**src/rtl/sound_mixer_ng_if.sv**
```systemverilog
// Sample stream, result and register-port signals of sound_mixer_ng.
// master = sound sources / CPU side, slave = the mixer.
interface sound_mixer_ng_if #(
  parameter int unsigned CHANNELS   = 4,
  parameter int unsigned IN_WIDTH   = 16,
  parameter int unsigned OUT_WIDTH  = 16,
  parameter int unsigned GAIN_WIDTH = 8
);
  logic                         SAMPLE_EN;
  logic [CHANNELS*IN_WIDTH-1:0] IN_DATA;
  logic                         REG_WR;
  logic [3:0]                   REG_ADDR;
  logic [GAIN_WIDTH-1:0]        REG_WDATA;
  logic [GAIN_WIDTH-1:0]        REG_RDATA;
  logic [OUT_WIDTH-1:0]         OUT_DATA;
  logic                         OUT_VALID;
  logic                         BUSY;
  logic                         CLIP;
  logic                         OVERRUN;

  modport master (
    output SAMPLE_EN, IN_DATA, REG_WR, REG_ADDR, REG_WDATA,
    input  REG_RDATA, OUT_DATA, OUT_VALID, BUSY, CLIP, OVERRUN
  );

  modport slave (
    input  SAMPLE_EN, IN_DATA, REG_WR, REG_ADDR, REG_WDATA,
    output REG_RDATA, OUT_DATA, OUT_VALID, BUSY, CLIP, OVERRUN
  );
endinterface

```
**src/rtl/sound_mixer_ng.sv**
```systemverilog
// Time-multiplexed MAC mixer: run-time gains, saturation to OUT_WIDTH, sticky CLIP/OVERRUN.
// Define SOUND_MIXER_NG_FADE_EN to make effective gains step by 1 toward their targets per sample.
module sound_mixer_ng #(
  parameter int unsigned CHANNELS   = 4,
  parameter int unsigned IN_WIDTH   = 16,
  parameter int unsigned OUT_WIDTH  = 16,
  parameter int unsigned GAIN_WIDTH = 8,
  parameter int unsigned GAIN_RESET = 128
) (
  input logic             CLK,
  input logic             RESET_n,
  sound_mixer_ng_if.slave bus
);

  localparam int unsigned ACC_W  = IN_WIDTH + GAIN_WIDTH + $clog2(CHANNELS) + 1;
  localparam int unsigned PROD_W = IN_WIDTH + GAIN_WIDTH + 1;
  localparam logic [GAIN_WIDTH-1:0] GAIN_INIT   = GAIN_WIDTH'(GAIN_RESET);
  localparam logic [3:0]            LAST_CH     = 4'(CHANNELS - 1);
  localparam logic [3:0]            STATUS_ADDR = 4'd15;
  localparam logic signed [ACC_W-1:0] OUT_MAX = {{(ACC_W-OUT_WIDTH+1){1'b0}}, {(OUT_WIDTH-1){1'b1}}};
  localparam logic signed [ACC_W-1:0] OUT_MIN = {{(ACC_W-OUT_WIDTH+1){1'b1}}, {(OUT_WIDTH-1){1'b0}}};

  typedef enum logic [1:0] {IDLE, ACCUM, SCALE} state_t;

  state_t                       state, state_next;
  logic                         busy;
  logic [GAIN_WIDTH-1:0]        gain_reg  [CHANNELS];
  logic [GAIN_WIDTH-1:0]        gain_src  [CHANNELS];
  logic signed [IN_WIDTH-1:0]   snap_in   [CHANNELS];
  logic [GAIN_WIDTH-1:0]        snap_gain [CHANNELS];
  logic signed [ACC_W-1:0]      acc;
  logic [3:0]                   ch;
  logic signed [IN_WIDTH-1:0]   cur_in;
  logic [GAIN_WIDTH-1:0]        cur_gain;
  logic signed [PROD_W-1:0]     prod;
  logic signed [ACC_W-1:0]      shifted;
  logic [OUT_WIDTH-1:0]         sat;
  logic                         sat_hit;
  logic [OUT_WIDTH-1:0]         out_data;
  logic                         out_valid;
  logic                         clip, overrun;
  logic                         accept, status_wr;

  assign accept    = (state == IDLE) && bus.SAMPLE_EN;
  assign status_wr = bus.REG_WR && (bus.REG_ADDR == STATUS_ADDR);

`ifdef SOUND_MIXER_NG_FADE_EN
  logic [GAIN_WIDTH-1:0] gain_eff [CHANNELS];

  // The stepped value is what gets snapshotted, so the step lands before the mix.
  always_comb begin
    for (int unsigned i = 0; i < CHANNELS; i++) begin
      gain_src[i] = gain_eff[i];
      if (gain_eff[i] < gain_reg[i])      gain_src[i] = gain_eff[i] + 1'b1;
      else if (gain_eff[i] > gain_reg[i]) gain_src[i] = gain_eff[i] - 1'b1;
    end
  end

  always_ff @(posedge CLK or negedge RESET_n) begin
    if (!RESET_n) begin
      for (int unsigned i = 0; i < CHANNELS; i++) gain_eff[i] <= GAIN_INIT;
    end else if (accept) begin
      for (int unsigned i = 0; i < CHANNELS; i++) gain_eff[i] <= gain_src[i];
    end
  end
`else
  always_comb begin
    for (int unsigned i = 0; i < CHANNELS; i++) gain_src[i] = gain_reg[i];
  end
`endif

  always_ff @(posedge CLK or negedge RESET_n) begin
    if (!RESET_n) state <= IDLE;
    else          state <= state_next;
  end

  always_comb begin
    state_next = state;
    busy       = 1'b1;
    unique case (state)
      IDLE: begin
        busy = 1'b0;
        if (bus.SAMPLE_EN) state_next = ACCUM;
      end
      ACCUM:   if (ch == LAST_CH) state_next = SCALE;
      SCALE:   state_next = IDLE;
      default: state_next = IDLE;
    endcase
  end

  always_comb begin
    cur_in   = '0;
    cur_gain = '0;
    for (int unsigned i = 0; i < CHANNELS; i++) begin
      if (ch == 4'(i)) begin
        cur_in   = snap_in[i];
        cur_gain = snap_gain[i];
      end
    end
  end

  assign prod = cur_in * $signed({1'b0, cur_gain});

  always_comb begin
    shifted = acc >>> (GAIN_WIDTH - 1);
    sat     = shifted[OUT_WIDTH-1:0];
    sat_hit = 1'b0;
    if (shifted > OUT_MAX) begin
      sat     = {1'b0, {(OUT_WIDTH-1){1'b1}}};
      sat_hit = 1'b1;
    end else if (shifted < OUT_MIN) begin
      sat     = {1'b1, {(OUT_WIDTH-1){1'b0}}};
      sat_hit = 1'b1;
    end
  end

  always_ff @(posedge CLK or negedge RESET_n) begin
    if (!RESET_n) begin
      acc       <= '0;
      ch        <= '0;
      out_data  <= '0;
      out_valid <= 1'b0;
      for (int unsigned i = 0; i < CHANNELS; i++) begin
        snap_in[i]   <= '0;
        snap_gain[i] <= '0;
      end
    end else begin
      out_valid <= 1'b0;
      unique case (state)
        IDLE: if (bus.SAMPLE_EN) begin
          acc <= '0;
          ch  <= '0;
          for (int unsigned i = 0; i < CHANNELS; i++) begin
            snap_in[i]   <= bus.IN_DATA[i*IN_WIDTH +: IN_WIDTH];
            snap_gain[i] <= gain_src[i];
          end
        end
        ACCUM: begin
          acc <= acc + ACC_W'(prod);
          ch  <= ch + 4'd1;
        end
        SCALE: begin
          out_data  <= sat;
          out_valid <= 1'b1;
        end
        default: ;
      endcase
    end
  end

  // Set events are applied after clears so a coincident set wins.
  always_ff @(posedge CLK or negedge RESET_n) begin
    if (!RESET_n) begin
      for (int unsigned i = 0; i < CHANNELS; i++) gain_reg[i] <= GAIN_INIT;
      clip    <= 1'b0;
      overrun <= 1'b0;
    end else begin
      if (bus.REG_WR) begin
        for (int unsigned i = 0; i < CHANNELS; i++) begin
          if (bus.REG_ADDR == 4'(i)) gain_reg[i] <= bus.REG_WDATA;
        end
      end
      if (status_wr && bus.REG_WDATA[0]) clip    <= 1'b0;
      if (status_wr && bus.REG_WDATA[1]) overrun <= 1'b0;
      if (state == SCALE && sat_hit)     clip    <= 1'b1;
      if (bus.SAMPLE_EN && busy)         overrun <= 1'b1;
    end
  end

  always_comb begin
    bus.REG_RDATA = '0;
    if (bus.REG_ADDR == STATUS_ADDR) begin
      bus.REG_RDATA = GAIN_WIDTH'({overrun, clip});
    end else begin
      for (int unsigned i = 0; i < CHANNELS; i++) begin
        if (bus.REG_ADDR == 4'(i)) bus.REG_RDATA = gain_reg[i];
      end
    end
  end

  assign bus.OUT_DATA  = out_data;
  assign bus.OUT_VALID = out_valid;
  assign bus.BUSY      = busy;
  assign bus.CLIP      = clip;
  assign bus.OVERRUN   = overrun;

endmodule

```
**src/flat_wrapper.sv**
```systemverilog
// flat-port wrapper written by rule: the top's interface ports become plain ports
module sound_mixer_ng_flat 
#(
  parameter int unsigned CHANNELS   = 4,
  parameter int unsigned IN_WIDTH   = 16,
  parameter int unsigned OUT_WIDTH  = 16,
  parameter int unsigned GAIN_WIDTH = 8,
  parameter int unsigned GAIN_RESET = 128
)
  (CLK, RESET_n, bus_SAMPLE_EN, bus_IN_DATA, bus_REG_WR, bus_REG_ADDR, bus_REG_WDATA, bus_REG_RDATA, bus_OUT_DATA, bus_OUT_VALID, bus_BUSY, bus_CLIP, bus_OVERRUN);
  sound_mixer_ng_if #(.CHANNELS(CHANNELS), .IN_WIDTH(IN_WIDTH), .OUT_WIDTH(OUT_WIDTH), .GAIN_WIDTH(GAIN_WIDTH)) bus_i ();
  input logic CLK;
  input logic RESET_n;
  input wire logic [$bits(bus_i.SAMPLE_EN)-1:0] bus_SAMPLE_EN;
  input wire logic [$bits(bus_i.IN_DATA)-1:0] bus_IN_DATA;
  input wire logic [$bits(bus_i.REG_WR)-1:0] bus_REG_WR;
  input wire logic [$bits(bus_i.REG_ADDR)-1:0] bus_REG_ADDR;
  input wire logic [$bits(bus_i.REG_WDATA)-1:0] bus_REG_WDATA;
  output wire logic [$bits(bus_i.REG_RDATA)-1:0] bus_REG_RDATA;
  output wire logic [$bits(bus_i.OUT_DATA)-1:0] bus_OUT_DATA;
  output wire logic [$bits(bus_i.OUT_VALID)-1:0] bus_OUT_VALID;
  output wire logic [$bits(bus_i.BUSY)-1:0] bus_BUSY;
  output wire logic [$bits(bus_i.CLIP)-1:0] bus_CLIP;
  output wire logic [$bits(bus_i.OVERRUN)-1:0] bus_OVERRUN;
  assign bus_i.SAMPLE_EN = bus_SAMPLE_EN;
  assign bus_i.IN_DATA = bus_IN_DATA;
  assign bus_i.REG_WR = bus_REG_WR;
  assign bus_i.REG_ADDR = bus_REG_ADDR;
  assign bus_i.REG_WDATA = bus_REG_WDATA;
  assign bus_REG_RDATA = bus_i.REG_RDATA;
  assign bus_OUT_DATA = bus_i.OUT_DATA;
  assign bus_OUT_VALID = bus_i.OUT_VALID;
  assign bus_BUSY = bus_i.BUSY;
  assign bus_CLIP = bus_i.CLIP;
  assign bus_OVERRUN = bus_i.OVERRUN;
  sound_mixer_ng #(.CHANNELS(CHANNELS), .IN_WIDTH(IN_WIDTH), .OUT_WIDTH(OUT_WIDTH), .GAIN_WIDTH(GAIN_WIDTH), .GAIN_RESET(GAIN_RESET)) u_core (.CLK(CLK), .RESET_n(RESET_n), .bus(bus_i));
endmodule
```
**config.mk**
```make
export PLATFORM = sky130hd
export DESIGN_NAME = sound_mixer_ng_flat
export DESIGN_NICKNAME = d
export VERILOG_FILES = /design/src/rtl/sound_mixer_ng_if.sv /design/src/rtl/sound_mixer_ng.sv /design/src/flat_wrapper.sv
export SDC_FILE = /design/constraint.sdc
export NUM_CORES = 1
export LEC_CHECK = 0
export CORE_UTILIZATION = 35
export CTS_CLUSTER_SIZE = 16
export DETAILED_ROUTE_END_ITERATION = 8
export SLEW_MARGIN = 20
export SYNTH_ARGS = -nofsm -noshare
export SYNTH_HDL_FRONTEND = slang
export SYNTH_SLANG_ARGS = --single-unit
```
**constraint.sdc**
```tcl
create_clock -name CLK -period 9.1 [get_ports CLK]
set_input_delay 1.82 -clock CLK [delete_from_list [all_inputs] [get_ports CLK]]
set_output_delay 1.82 -clock CLK [all_outputs]
set_load 0.01 [all_outputs]
```
==> results.md, run 1 <==
* Routed len/inst at 15.55 um
* Post-synth EDFFs at 0
* Top cells by area, synth: dfrtp_1 (32%), fa_1 (19%), nand2_1 (12%)
* Layout area overhead at 16.37%
* DIE WIDTH at 198.8 um
* Routed Antenna Nets at 0
* FF+latch count, synth at 180
* Setup-failing EPs final at 0
* Mapped Cells at 1499
* Hold Path Origin: u_core.bus.OUT_DATA[10]
* Hold Buf Count CTS at 0
* Actual slew at the worst max-slew pin at 1.051 ns
* Postcts setup bufs at 0
* Endpoint class of the critical path: flip-flop
* Setup slack, reg-to-reg at 1.80 ns
* Clk_skew at 0.01657 ns
* Initial antenna violation count at 0
* Vias per inst at 4.843
* Hold crit path type: flip-flop to flip-flop
* First-pass GRT wire length at 55360 um
* CP Max Fanout at 24
* Max incr delay on CP at 0.80 ns
* Vias in the first global route at 10720
* DRC viols at 0
* Ratio of cells with drive above 1 in the final layout at 0.08548
* TritonCTS buffer count at 17
* FP Rows at 71
* Status: complete, no violations
* Final Critical Period at 7.298 ns
* Hold Crit Endpoint: u_core.bus.OUT_DATA[10]
* Synth warn at 0
* Critical Path AT at 7.63 ns
* Slew Viols, Final at 0
* Hold Crit Depth at 2
* # resized after CTS at 0
* IO Port Bufs at 107
* Clk sinks at 180
* Initial core utilization at 0.3581
* Die extent in y at 198.8 um
* # IOs at 108
* Clock root cell: clkbuf_16
* Routed vias at 10180
* Max Fclk at 0.1370 GHz
* Total Routing Usage GR at 0.1793
* Yosys top cell by area: dfrtp_1
* RSZ-0062 raised after global routing: no
* Final-layout fill cell count at 3805
* Core Area at 37840 um2
* Total Die Area at 39510 um2
* Diode count at 0
* DR pass1 iterations at 5
* Syn avg cell area at 9.041 um2
* Most common cell after layout, fill and taps aside: nand2_1
* Worst setup SP type: flip-flop
* Synth top area share at 0.3250
* DPL Wire Length at 25070 um
* Top delay family on crit path: adder cells
* Netlist Area Pre-Place at 13550 um2
* Clk_lat worst skew at 0.45 ns
* Setup TNS at 0 ns
* Critical setup path kind: flip-flop to flip-flop
* Pin count of the biggest net entering global routing at 121
* Worst R2R Start: u_core.ch[1]
* Routed wire length at 32680 um
* CTS tree: built
* Seq/Total Area, Yosys at 0.3327
* Predominant post-synthesis flop cell: dfrtp_1
* Synth unique cells at 61
* Place WS at 1.839 ns
* Final Wtd Congestion at 0.8587
* Worst rel slew slack at 0.2993
* Flip-flop count of the largest register after layout at 64
* R2R depth at 25
* Post-route clock period utilization at 0.8020
* Worst Path Required at 9.43 ns
* Hold Fails Final Rpt at 0
* CTS HTree Levels at 4
* CP max-delay cell: and2_1
* Max Cap Viol at 0
* Drt first-iter violations at 562
* Crit path buffers/inverters at 6
* Async S/R FF share, synth at 1.000
* Clk buf depth at 2
* Nets at 1848
* Setup ws final at 1.802 ns
* Critical Path Most Common Cell: inv_1
* CTS clk-pin slew, worst paths at 0.08 ns
* GRT overflow at 0
* R2R Path End: u_core.acc[23]
* Net count after synthesis at 1769
* Most frequent cells in the layout: nand2_1 (424), inv_1 (178), dfrtp_1 (176)
==> metal layers <==
layer	wire length, um	GRT usage	part of all wire	vias up
li1	-	-	-	4922
met4	354	0.04131	0.011	0
met1	14640	0.2336	0.45	5066
met3	1120	0.02967	0.034	18
met2	16570	0.3102	0.51	174
met5	0	0	0	-
==> cell type report <==
| type | instances | area, um2 | area share |
|---|---|---|---|
| multi-input combinational | 1069 | 8094 | 0.5133 |
| clock buffer | 19 | 452.9 | 0.02872 |
| clock inverter | 13 | 157.7 | 0.009997 |
| timing repair buffer | 123 | 1215 | 0.07704 |
| tap | 511 | 639.4 | 0.04054 |
| sequential | 180 | 4509 | 0.2859 |
| inverter | 187 | 701.9 | 0.04451 |
==> kinds of logic after synthesis <==
| group | Yosys count | synth area share |
|---|---|---|
| AO/OA/AOI/OAI | 176 | 0.08550 |
| buffers and inverters | 250 | 0.07174 |
| AND/OR/NAND/NOR | 606 | 0.1823 |
| flip-flops | 180 | 0.3327 |
| XOR/XNOR | 25 | 0.01616 |
| multiplexers | 72 | 0.06583 |
| adder cells (fa/ha/maj) | 190 | 0.2458 |
==> worst max path at each step <==
stage            startpoint        endpoint  cells after the start  slack (ns)
2_1_floorplan  u_core.ch[0]  u_core.acc[23]                     25        2.55
3_3_place_gp   u_core.ch[0]  u_core.acc[23]                     23        1.72
3_5_place_dp   u_core.ch[1]  u_core.acc[23]                     26        1.84
4_1_cts        u_core.ch[1]  u_core.acc[23]                     26        1.81
5_1_grt        u_core.ch[1]  u_core.acc[26]                     22        1.41
6_report       u_core.ch[1]  u_core.acc[23]                     25        1.80
==> through the flow <==
| step | util | instances | cell area [um2] | hold WS [ns] |
|---|---|---|---|---|
| after floorplan | - | 1499 | 13550 | 0.4454 |
| after global placement | 0.3998 | 2069 | 15130 | 0.4558 |
| after detailed placement | 0.3999 | 2069 | 15130 | 0.4549 |
| after CTS | 0.4160 | 2101 | 15740 | 0.4723 |
| after global routing | 0.4167 | 2102 | 15770 | 0.4971 |
| final | 0.4167 | 2102 | 15770 | 0.4658 |
==> cell usage after synthesis, drive strengths merged (2+ instances only) <==
cell and instances:
a211o 2, nand2 425, mux2 47, inv 187, nand4 5, mux2i 17, nor2 91, fa 127
a22o 3, o21ai 73, a21oi 36, dfstp 4, nand2b 9, clkbuf 35, a311oi 3, o31ai 7
a221oi 7, ha 63, xor2 10, dfrtp 176, a31oi 3, and2 14, nand3 29, nor3 10
nor2b 12, a41o 2, mux4 8, a211oi 4, xnor2 15, a22oi 17, a21o 10, a21boi 2
buf 28, and3 4
==> worst reg2reg max path: cells and delay by family, from the launching register on <==
family,cells,cell delay [ns]
AOI/OAI and AO/OA,8,1.80
adders and majority gates,7,3.11
DFF,1,0.41
muxes,2,0.59
and+or+nand+nor,2,0.89
buffers and inverters,6,0.36
Power of run 1 is not shown: default switching activity piles up to over one toggle a cycle in this logic, so the estimate is an artifact.
==> inputs of run 2 (changes only) <==
==> constraint.sdc (replaced) <==
create_clock -name CLK -period 7.55 [get_ports CLK]
set_input_delay 1.51 -clock CLK [delete_from_list [all_inputs] [get_ports CLK]]
set_output_delay 1.51 -clock CLK [all_outputs]
set_load 0.01 [all_outputs]
==> results.md, run 2 (synthesis gave the netlist of run 1 again) <==
* Hold Fails Final Rpt at 0
* CTS tree: built
* Initial antenna violation count at 0
* Slew Viols, Final at 0
* # IOs at 108
* Critical Path AT at 7.47 ns
* Max Cap Viol at 0
* Final-layout fill cell count at 3845
* Die extent in y at 198.8 um
* Ratio of cells with drive above 1 in the final layout at 0.09352
* Clock root cell: clkbuf_16
* Diode count at 0
* DRC viols at 0
* IO Port Bufs at 107
* RSZ-0062 raised after global routing: no
* Total Die Area at 39510 um2
* DP Area at 15250 um2
* Setup TNS at 0 ns
* Setup-failing EPs final at 0
* Vias in the first global route at 10900
* Worst R2R Start: u_core.ch[1]
* Most frequent cells in the layout: nand2_1 (424), inv_1 (178), dfrtp_1 (176)
* DIE WIDTH at 198.8 um
* R2R Path End: u_core.acc[22]
* Actual slew at the worst max-slew pin at 1.037 ns
* Final Critical Period at 7.143 ns
* Non-Filler Cell Area, Final at 15870 um2
* Routed wire length at 33260 um
* Vias per inst at 4.862
* Routed len/inst at 15.73 um
* First-pass GRT wire length at 56350 um
* DPL Wire Length at 25940 um
* Routed vias at 10280
* Most common cell after layout, fill and taps aside: nand2_1
* Endpoint class of the critical path: flip-flop
* Clk_skew at 0.02442 ns
* Setup crit start: u_core.ch[1]
* Initial core utilization at 0.3581
* CTS clk-pin slew, worst paths at 0.08 ns
* Worst Path Required at 7.87 ns
* Final Wtd Congestion at 0.9058
* Hold Buf Count CTS at 0
* Layout area overhead at 17.12%
* Hold slack at 0.4681 ns
* CP Max Fanout at 18
* Routed Antenna Nets at 0
* Clk sinks at 180
* Final core occ at 0.4194
* Drt first-iter violations at 460
* DR pass1 iterations at 5
* Pin count of the biggest net entering global routing at 94
* R2R depth at 22
* Post-route clock period utilization at 0.9461
* Max Fclk at 0.1400 GHz
* FP Rows at 71
* Worst rel slew slack at 0.2886
* Worst setup path end: u_core.acc[22]
* Total Routing Usage GR at 0.1833
* Worst setup SP type: flip-flop
* Setup slack, reg-to-reg at 0.41 ns
* Status: complete, no violations
* Flip-flop count of the largest register after layout at 64
* CTS HTree Levels at 4
* Clk_lat worst skew at 0.46 ns
* Clk buf depth at 2
* TritonCTS buffer count at 17
* # resized after CTS at 0
* GRT overflow at 0
* Nets at 1861
* Critical setup path kind: flip-flop to flip-flop
* Postcts setup bufs at 0
* Core Area at 37840 um2
* Hold crit path type: flip-flop to flip-flop
==> run 2: worst min path at each step <==
stage	start	cells after the start	endpoint
finish	u_core.bus.OUT_DATA[1]	2	u_core.bus.OUT_DATA[1]
global route	u_core.snap_gain[6]	2	u_core.snap_gain[6]
CTS	u_core.bus.OUT_DATA[1]	2	u_core.bus.OUT_DATA[1]
detailed placement	u_core.bus.OUT_DATA[5]	2	u_core.bus.OUT_DATA[5]
global placement	u_core.bus.OUT_DATA[6]	2	u_core.bus.OUT_DATA[6]
floorplan	u_core.snap_in[3]	2	u_core.snap_in[3]
==> run 2: critical path, cell delays in order, from the launching register on <==
cell      delay [ns]
dfrtp_1         0.41
inv_1           0.11
ha_1            0.21
and2_1          0.70
a221oi_1        0.23
o31ai_2         0.53
nand2_1         0.25
fa_1            0.54
inv_1           0.05
fa_1            0.51
fa_1            0.51
fa_1            0.49
inv_1           0.05
fa_1            0.47
inv_1           0.04
ha_1            0.36
a21oi_1         0.44
o221ai_1        0.21
a21o_1          0.18
a41o_1          0.27
a31oi_1         0.22
xor2_1          0.17
o21ai_1         0.07
==> run 2: stage by stage <==
| stage | setup slack (ns) | std cells |
|---|---|---|
| 6_report | 0.4069 | 2115 |
| 5_1_grt | 0.005856 | 2115 |
| 4_1_cts | 0.3726 | 2115 |
| 3_5_place_dp | 0.3821 | 2083 |
| 3_3_place_gp | 0.5172 | 2083 |
| 2_1_floorplan | 1.001 | 1499 |
==> run 2: layout make-up <==
type / instances / area (um2) / share of cell area
Clock buffer: 20 / 456.7 / 0.02877
Clock inverter: 12 / 160.2 / 0.01009
Inverter: 187 / 701.9 / 0.04423
Multi-Input combinational cell: 1069 / 8099 / 0.5103
Sequential cell: 180 / 4509 / 0.2841
Tap cell: 511 / 639.4 / 0.04028
Timing Repair Buffer: 136 / 1305 / 0.08222
==> run 2: metal layers <==
metal  vias to the layer above  wire length, um  GRT usage
met3                        23              976    0.02594
met2                       154            16830     0.3232
met4                         0              498    0.04701
met5                         -                0          0
met1                      5155            14950     0.2346
li1                       4951                -          -
Power of run 2 is left out for the same reason.
